File: src/rtl/reg_wall_write_arbiter_if.sv
// Writeback request bundle between NUM_REQ sources and the register-wall write arbiter.
// Source i owns bits [i*IDX_W +: IDX_W] of req_idx and [i*DATA_W +: DATA_W] of req_data.
interface reg_wall_write_arbiter_if #(
  parameter int NUM_REQ = 4,
  parameter int DATA_W  = 65,
  parameter int IDX_W   = 5
);
  // Handshake: a source raises req_valid[i] with stable req_idx/req_data and keeps
  // them until it sees req_ready[i]; the transfer happens on the rising edge where
  // req_valid[i] & req_ready[i]. req_ready is combinational and at most one-hot.
  logic [NUM_REQ-1:0]        req_valid;
  logic [NUM_REQ*IDX_W-1:0]  req_idx;
  logic [NUM_REQ*DATA_W-1:0] req_data;
  logic [NUM_REQ-1:0]        req_ready;

  modport master (output req_valid, output req_idx, output req_data, input req_ready);
  modport slave  (input req_valid, input req_idx, input req_data, output req_ready);
endinterface

File: src/rtl/reg_wall_write_arbiter.sv
// Round-robin arbiter for the single register-wall write port: grants one writeback
// source per cycle, registers its data/index, and tracks which entries have been written.
module reg_wall_write_arbiter #(
  parameter int NUM_REQ     = 4,
  parameter int DATA_W      = 65,
  parameter int NUM_ENTRIES = 32,
  parameter int IDX_W       = 5
) (
  input  logic                   clk,
  input  logic                   reset,
  reg_wall_write_arbiter_if.slave req,
  input  logic                   stall,
  input  logic                   clear_valid,
  input  logic [IDX_W-1:0]       clear_idx,
  output logic [NUM_ENTRIES-1:0] wall_enable,
  output logic [DATA_W-1:0]      wall_d,
  output logic [NUM_ENTRIES-1:0] entry_written,
  output logic                   busy
);
  localparam int PTR_W = (NUM_REQ > 1) ? $clog2(NUM_REQ) : 1;

  logic [PTR_W-1:0]       rr_ptr;
  logic [PTR_W-1:0]       win;
  logic [PTR_W-1:0]       cand;
  logic [PTR_W-1:0]       next_ptr;
  logic [PTR_W:0]         sum;
  logic                   found;
  logic                   fire;
  logic [NUM_REQ-1:0]     grant;
  logic [IDX_W-1:0]       win_idx;
  logic [DATA_W-1:0]      win_data;
  logic [NUM_ENTRIES-1:0] clear_mask;
  logic [NUM_ENTRIES-1:0] en_q;
  logic [DATA_W-1:0]      wall_d_q;
  logic                   busy_q;

  // First valid source at or above rr_ptr, wrapping modulo NUM_REQ.
  always_comb begin
    found = 1'b0;
    win   = '0;
    sum   = '0;
    cand  = '0;
    for (int off = 0; off < NUM_REQ; off++) begin
      sum = {1'b0, rr_ptr} + (PTR_W+1)'(off);
      if (sum >= (PTR_W+1)'(NUM_REQ)) sum = sum - (PTR_W+1)'(NUM_REQ);
      cand = sum[PTR_W-1:0];
      if (!found && req.req_valid[cand]) begin
        found = 1'b1;
        win   = cand;
      end
    end
  end

  assign fire = found & ~stall & ~reset;

  always_comb begin
    grant = '0;
    if (fire) grant[win] = 1'b1;
  end

  assign req.req_ready = grant;
  assign win_idx       = req.req_idx[int'(win)*IDX_W +: IDX_W];
  assign win_data      = req.req_data[int'(win)*DATA_W +: DATA_W];
  assign next_ptr      = (win == PTR_W'(NUM_REQ-1)) ? '0 : win + 1'b1;
  assign clear_mask    = clear_valid ? (NUM_ENTRIES'(1) << clear_idx) : '0;

  always_ff @(posedge clk) begin
    if (reset) begin
      rr_ptr        <= '0;
      en_q          <= '0;
      wall_d_q      <= '0;
      busy_q        <= 1'b0;
      entry_written <= '0;
    end else begin
      if (fire) begin
        rr_ptr   <= next_ptr;
        en_q     <= NUM_ENTRIES'(1) << win_idx;
        wall_d_q <= win_data;
        busy_q   <= 1'b1;
      end else begin
        en_q   <= '0;
        busy_q <= 1'b0;
      end
      // A write landing on this edge beats a clear of the same entry.
      entry_written <= (entry_written & ~clear_mask) | en_q;
    end
  end

  // Reset masks an in-flight write so the walls never capture it.
  assign wall_enable = en_q & {NUM_ENTRIES{~reset}};
  assign busy        = busy_q & ~reset;
  assign wall_d      = wall_d_q;
endmodule

File: src/flat_wrapper.sv
// flat-port wrapper written by rule: the top's interface ports become plain ports
module reg_wall_write_arbiter_flat 
#(
  parameter int NUM_REQ     = 4,
  parameter int DATA_W      = 65,
  parameter int NUM_ENTRIES = 32,
  parameter int IDX_W       = 5
)
  (clk, reset, stall, clear_valid, clear_idx, wall_enable, wall_d, entry_written, busy, req_req_valid, req_req_idx, req_req_data, req_req_ready);
  reg_wall_write_arbiter_if #(.NUM_REQ(NUM_REQ), .DATA_W(DATA_W), .IDX_W(IDX_W)) req_i ();
  input  logic clk;
  input  logic reset;
  input  logic stall;
  input  logic clear_valid;
  input  logic [IDX_W-1:0] clear_idx;
  output logic [NUM_ENTRIES-1:0] wall_enable;
  output logic [DATA_W-1:0] wall_d;
  output logic [NUM_ENTRIES-1:0] entry_written;
  output logic busy;
  input wire logic [$bits(req_i.req_valid)-1:0] req_req_valid;
  input wire logic [$bits(req_i.req_idx)-1:0] req_req_idx;
  input wire logic [$bits(req_i.req_data)-1:0] req_req_data;
  output wire logic [$bits(req_i.req_ready)-1:0] req_req_ready;
  assign req_i.req_valid = req_req_valid;
  assign req_i.req_idx = req_req_idx;
  assign req_i.req_data = req_req_data;
  assign req_req_ready = req_i.req_ready;
  reg_wall_write_arbiter #(.NUM_REQ(NUM_REQ), .DATA_W(DATA_W), .NUM_ENTRIES(NUM_ENTRIES), .IDX_W(IDX_W)) u_core (.clk(clk), .reset(reset), .req(req_i), .stall(stall), .clear_valid(clear_valid), .clear_idx(clear_idx), .wall_enable(wall_enable), .wall_d(wall_d), .entry_written(entry_written), .busy(busy));
endmodule
File: config.mk
export PLATFORM = sky130hd
export DESIGN_NAME = reg_wall_write_arbiter_flat
export DESIGN_NICKNAME = d
export VERILOG_FILES = /design/src/rtl/reg_wall_write_arbiter_if.sv /design/src/rtl/reg_wall_write_arbiter.sv /design/src/flat_wrapper.sv
export SDC_FILE = /design/constraint.sdc
export NUM_CORES = 1
export LEC_CHECK = 0
export BUFFER_PORTS_ARGS = -buffer_cell sky130_fd_sc_hd__buf_2
export CORE_AREA = 2 2 167 169
export CTS_CLUSTER_DIAMETER = 60
export DETAILED_ROUTE_END_ITERATION = 12
export DIE_AREA = 0 0 169 171
export PLACE_DENSITY_LB_ADDON = 0.15
export SLEW_MARGIN = 20
export SYNTH_ARGS = -nofsm -noshare
export SYNTH_HDL_FRONTEND = slang
export SYNTH_SLANG_ARGS = --single-unit
export TNS_END_PERCENT = 30
File: constraint.sdc
create_clock -name clk -period 5.5 [get_ports clk]
set_input_delay 0.825 -clock clk [delete_from_list [all_inputs] [get_ports clk]]
set_output_delay 0.825 -clock clk [all_outputs]
set_load 0.01 [all_outputs]
==> out/results.ini <==
[synth]
synth_nets=1212
ys_types=42
synth_area_um2=6664
synthFlopType=dfxtp_1
seq_area_frac_synth_pct=39.65
synth_edf_count=0
syn_area_per_cell_um2=7.283
syn-instance-count=915
async_reset_ff_share_pct=0
yosys_warnings=0
ys_seq_elements=132

[power]
power_density_nw_per_um2=320.6
power.internal_mw=2.035
switching_share_pct=34.14
p_leak_nw=4.652
sequentialPowerShare_pct=34.5
p_clk_share_pct=38.2
p_sw_mw=1.055
max-vdd-ir-drop_uv=161.2
pwr-share-comb_pct=27.2
power_mw=3.090

[routing]
num_vias=7956
dr.pass1.iters=5
drt-total-wl_um=29970
drc=0
detail-route-antenna-nets=0
vias_per_cell=4.781
wl_per_cell_um=18.01
drtIter0Drc=467

[floorplan]
num_rows=61
coreArea_um2=27320
chipWidth_um=169
design.die.area_um2=28900
io_pins=427
die_y_um=171
start_util_pct=24.39

[critical_path]
crit_path_top_delay_cell=inv_4
critPathMaxFanout=74
crit_required_ns=4.68
cp-start-kind=input pin
reg2reg_slack_ns=2.48
crit_arrival_ns=2.74
critPathMaxStageDelay_ns=0.59
reg2reg_from=u_core.rr_ptr[0]
cpMostUsedCell=buf_2
r2r_end=u_core.en_q[15]
crit_path_end_kind=primary output
path_cells=buf_2 > and2b_1 > a211oi_4 > nor2_4 > inv_4 > ha_1 > and2_1 > buf_2
r2r_cells=7
crit_type=in -> out

[global_route]
grt_usage_pct=19.66
overflow=0
grt_start_max_net_pins=89
grt_pass1_wl_um=43610
antenna_found_initial=9
grt_pass1_vias=7456

[clock_network]
h-tree-depth=4
cts_tree=done
cts_buffers=17
clkSinkCount=132
clk_pin_slew_ns=0.06
cts-root-buf=clkbuf_16
clk_latency_ns=0.42
cts_setup_buffers=0
cts_resized=0
cts_hold_buffers=0
clockBufferDepth=2

[run]
cap_violations=0

[timing]
slew_violations=0
worstMarginPinSlew_ns=0.9256
min_period_ns=3.566
final.setup.tns_ns=0
skew_ns=0.01246
hold_violations=0
fin_crit_sh_pct=64.84
rsz0062_at_grt=false
finalSetupViolations=0
maxSlewHeadroom_pct=38.29
fmax_ghz=0.2804

[min_path]
hold_path_class=reg -> reg
hp-start=u_core.wall_d[13]
whs_endpoint=u_core.wall_d[13]
hold_depth=1

[final_layout]
fin_util_pct=35.27
final_nets=1593
final_area_um2=9638
layout-drive-gt1-share_pct=37.97
area_growth_pct=44.63

[place]
portBuffers=426
placed_area_um2=9011
gp_congestion=0.8712
place_hpwl_um=22830

[run_status]
outcome=finished clean

stage by stage:
stage	setup slack (ns)	cells	hold WS, ns
after floorplan	2.380	915	0.4290
after global placement	1.964	1623	0.4436
after detailed placement	1.928	1623	0.4482
after CTS	1.951	1655	0.4626
after global routing	1.782	1661	0.4716
final	1.934	1664	0.4589
state kept, by name (all words and copies together) (netlist names):
name / flops
u_core.busy_q: 1
u_core.en_q: 32
u_core.rr_ptr: 2
u_core.wall_d: 65
u_core.entry_written: 32
cells in the mapped netlist, types with 2 or more instances:
library cell	instances	area [µm²]
a211o_1	3	26.28
a211oi_2	4	50.05
a21oi_1	34	170.2
a32o_1	65	650.6
and2_1	4	25.02
and3_1	8	50.05
buf_1	17	63.81
buf_2	13	65.06
buf_6	2	22.52
clkbuf_1	40	150.1
dfxtp_1	132	2643
ha_1	4	50.05
inv_1	25	93.84
nand2_1	271	1017
nand3_1	145	725.7
nand3b_1	2	15.01
nor2_1	43	161.4
nor2b_1	12	75.07
nor3_1	19	95.09
nor3_2	14	140.1
o211ai_1	2	15.01
o21ai_0	31	155.2
o21ai_1	2	10.01
o22ai_1	2	12.51
or2_2	2	12.51
or3b_2	2	17.52
or4_1	2	15.01
cell usage in the layout, fill, tap and decap left out, drive strengths merged, types with 2 or more instances in the layout:
cell      synthesis  final
or3b              2      2
and3              8      8
clkinvlp          0      2
and2              4      4
nor3             33     33
inv              26     34
or4               2      2
o211ai            2      2
a211o             3      3
a211oi            5      5
buf              32    434
a32o             65     65
a21oi            34     34
nand2           272    272
ha                4      4
o22ai             2      2
nand3b            2      2
nor2b            13     13
o21ai            33     33
diode             0      9
clkbuf           40     19
bufinv            0      2
dfxtp           132    132
nor2             44     44
nand3           145    145
or2               2      2
kinds of logic after synthesis:
group | Yosys count | synth area share [%]
adder cells (fa/ha/maj) | 4 | 0.7511
flip-flops | 132 | 39.65
AO/OA/AOI/OAI | 149 | 17.35
multiplexers | 1 | 0.1502
buffers and inverters | 98 | 6.027
AND/OR/NAND/NOR | 531 | 36.07
routing by layer:
layer | routed length (µm) | GRT usage (%) | up-vias
li1 | - | - | 3946
met1 | 11950 | 22.75 | 3642
met2 | 15140 | 35.00 | 312
met3 | 1997 | 5.066 | 50
met4 | 833 | 7.246 | 6
met5 | 41 | 0 | -
worst max-delay path: cells and delay by family:
| family | cells | cell delay, ns |
|---|---|---|
| buf+inv | 3 | 0.82 |
| compound gates | 1 | 0.41 |
| simple gates | 3 | 0.40 |
| fa+ha+maj | 1 | 0.26 |
cell type report:
| class | count | area (µm²) |
|---|---|---|
| antenna | 9 | 22.52 |
| fill | 3011 | 17690 |
| multi-input combinational | 685 | 3643 |
| tap | 346 | 432.9 |
| sequential | 132 | 2643 |
| clock inverter | 13 | 161.4 |
| timing repair buffer | 434 | 2192 |
| clock buffer | 19 | 442.9 |
| inverter | 26 | 100.1 |
worst max path at each step:
stage,from,slack (ns),depth (start not counted),end
after detailed placement,req_req_valid[3],1.93,7,u_core.en_q[9]
final,req_req_valid[2],1.93,8,req_req_ready[1]
after CTS,req_req_valid[2],1.95,8,req_req_ready[1]
after floorplan,req_req_valid[0],2.38,7,req_req_ready[2]
after global routing,req_req_valid[2],1.78,8,req_req_ready[1]
after global placement,req_req_valid[2],1.96,8,req_req_ready[1]
power groups by stage:
stage	registers [mW]	clock network [mW]	logic, mW
after floorplan	1.12	0	0.492
after global placement	1.09	0	0.851
after detailed placement	1.09	0	0.850
after CTS	1.07	1.21	0.851
after global routing	1.07	1.26	0.932
final	1.07	1.18	0.842
(Power assumes the default switching activity.)
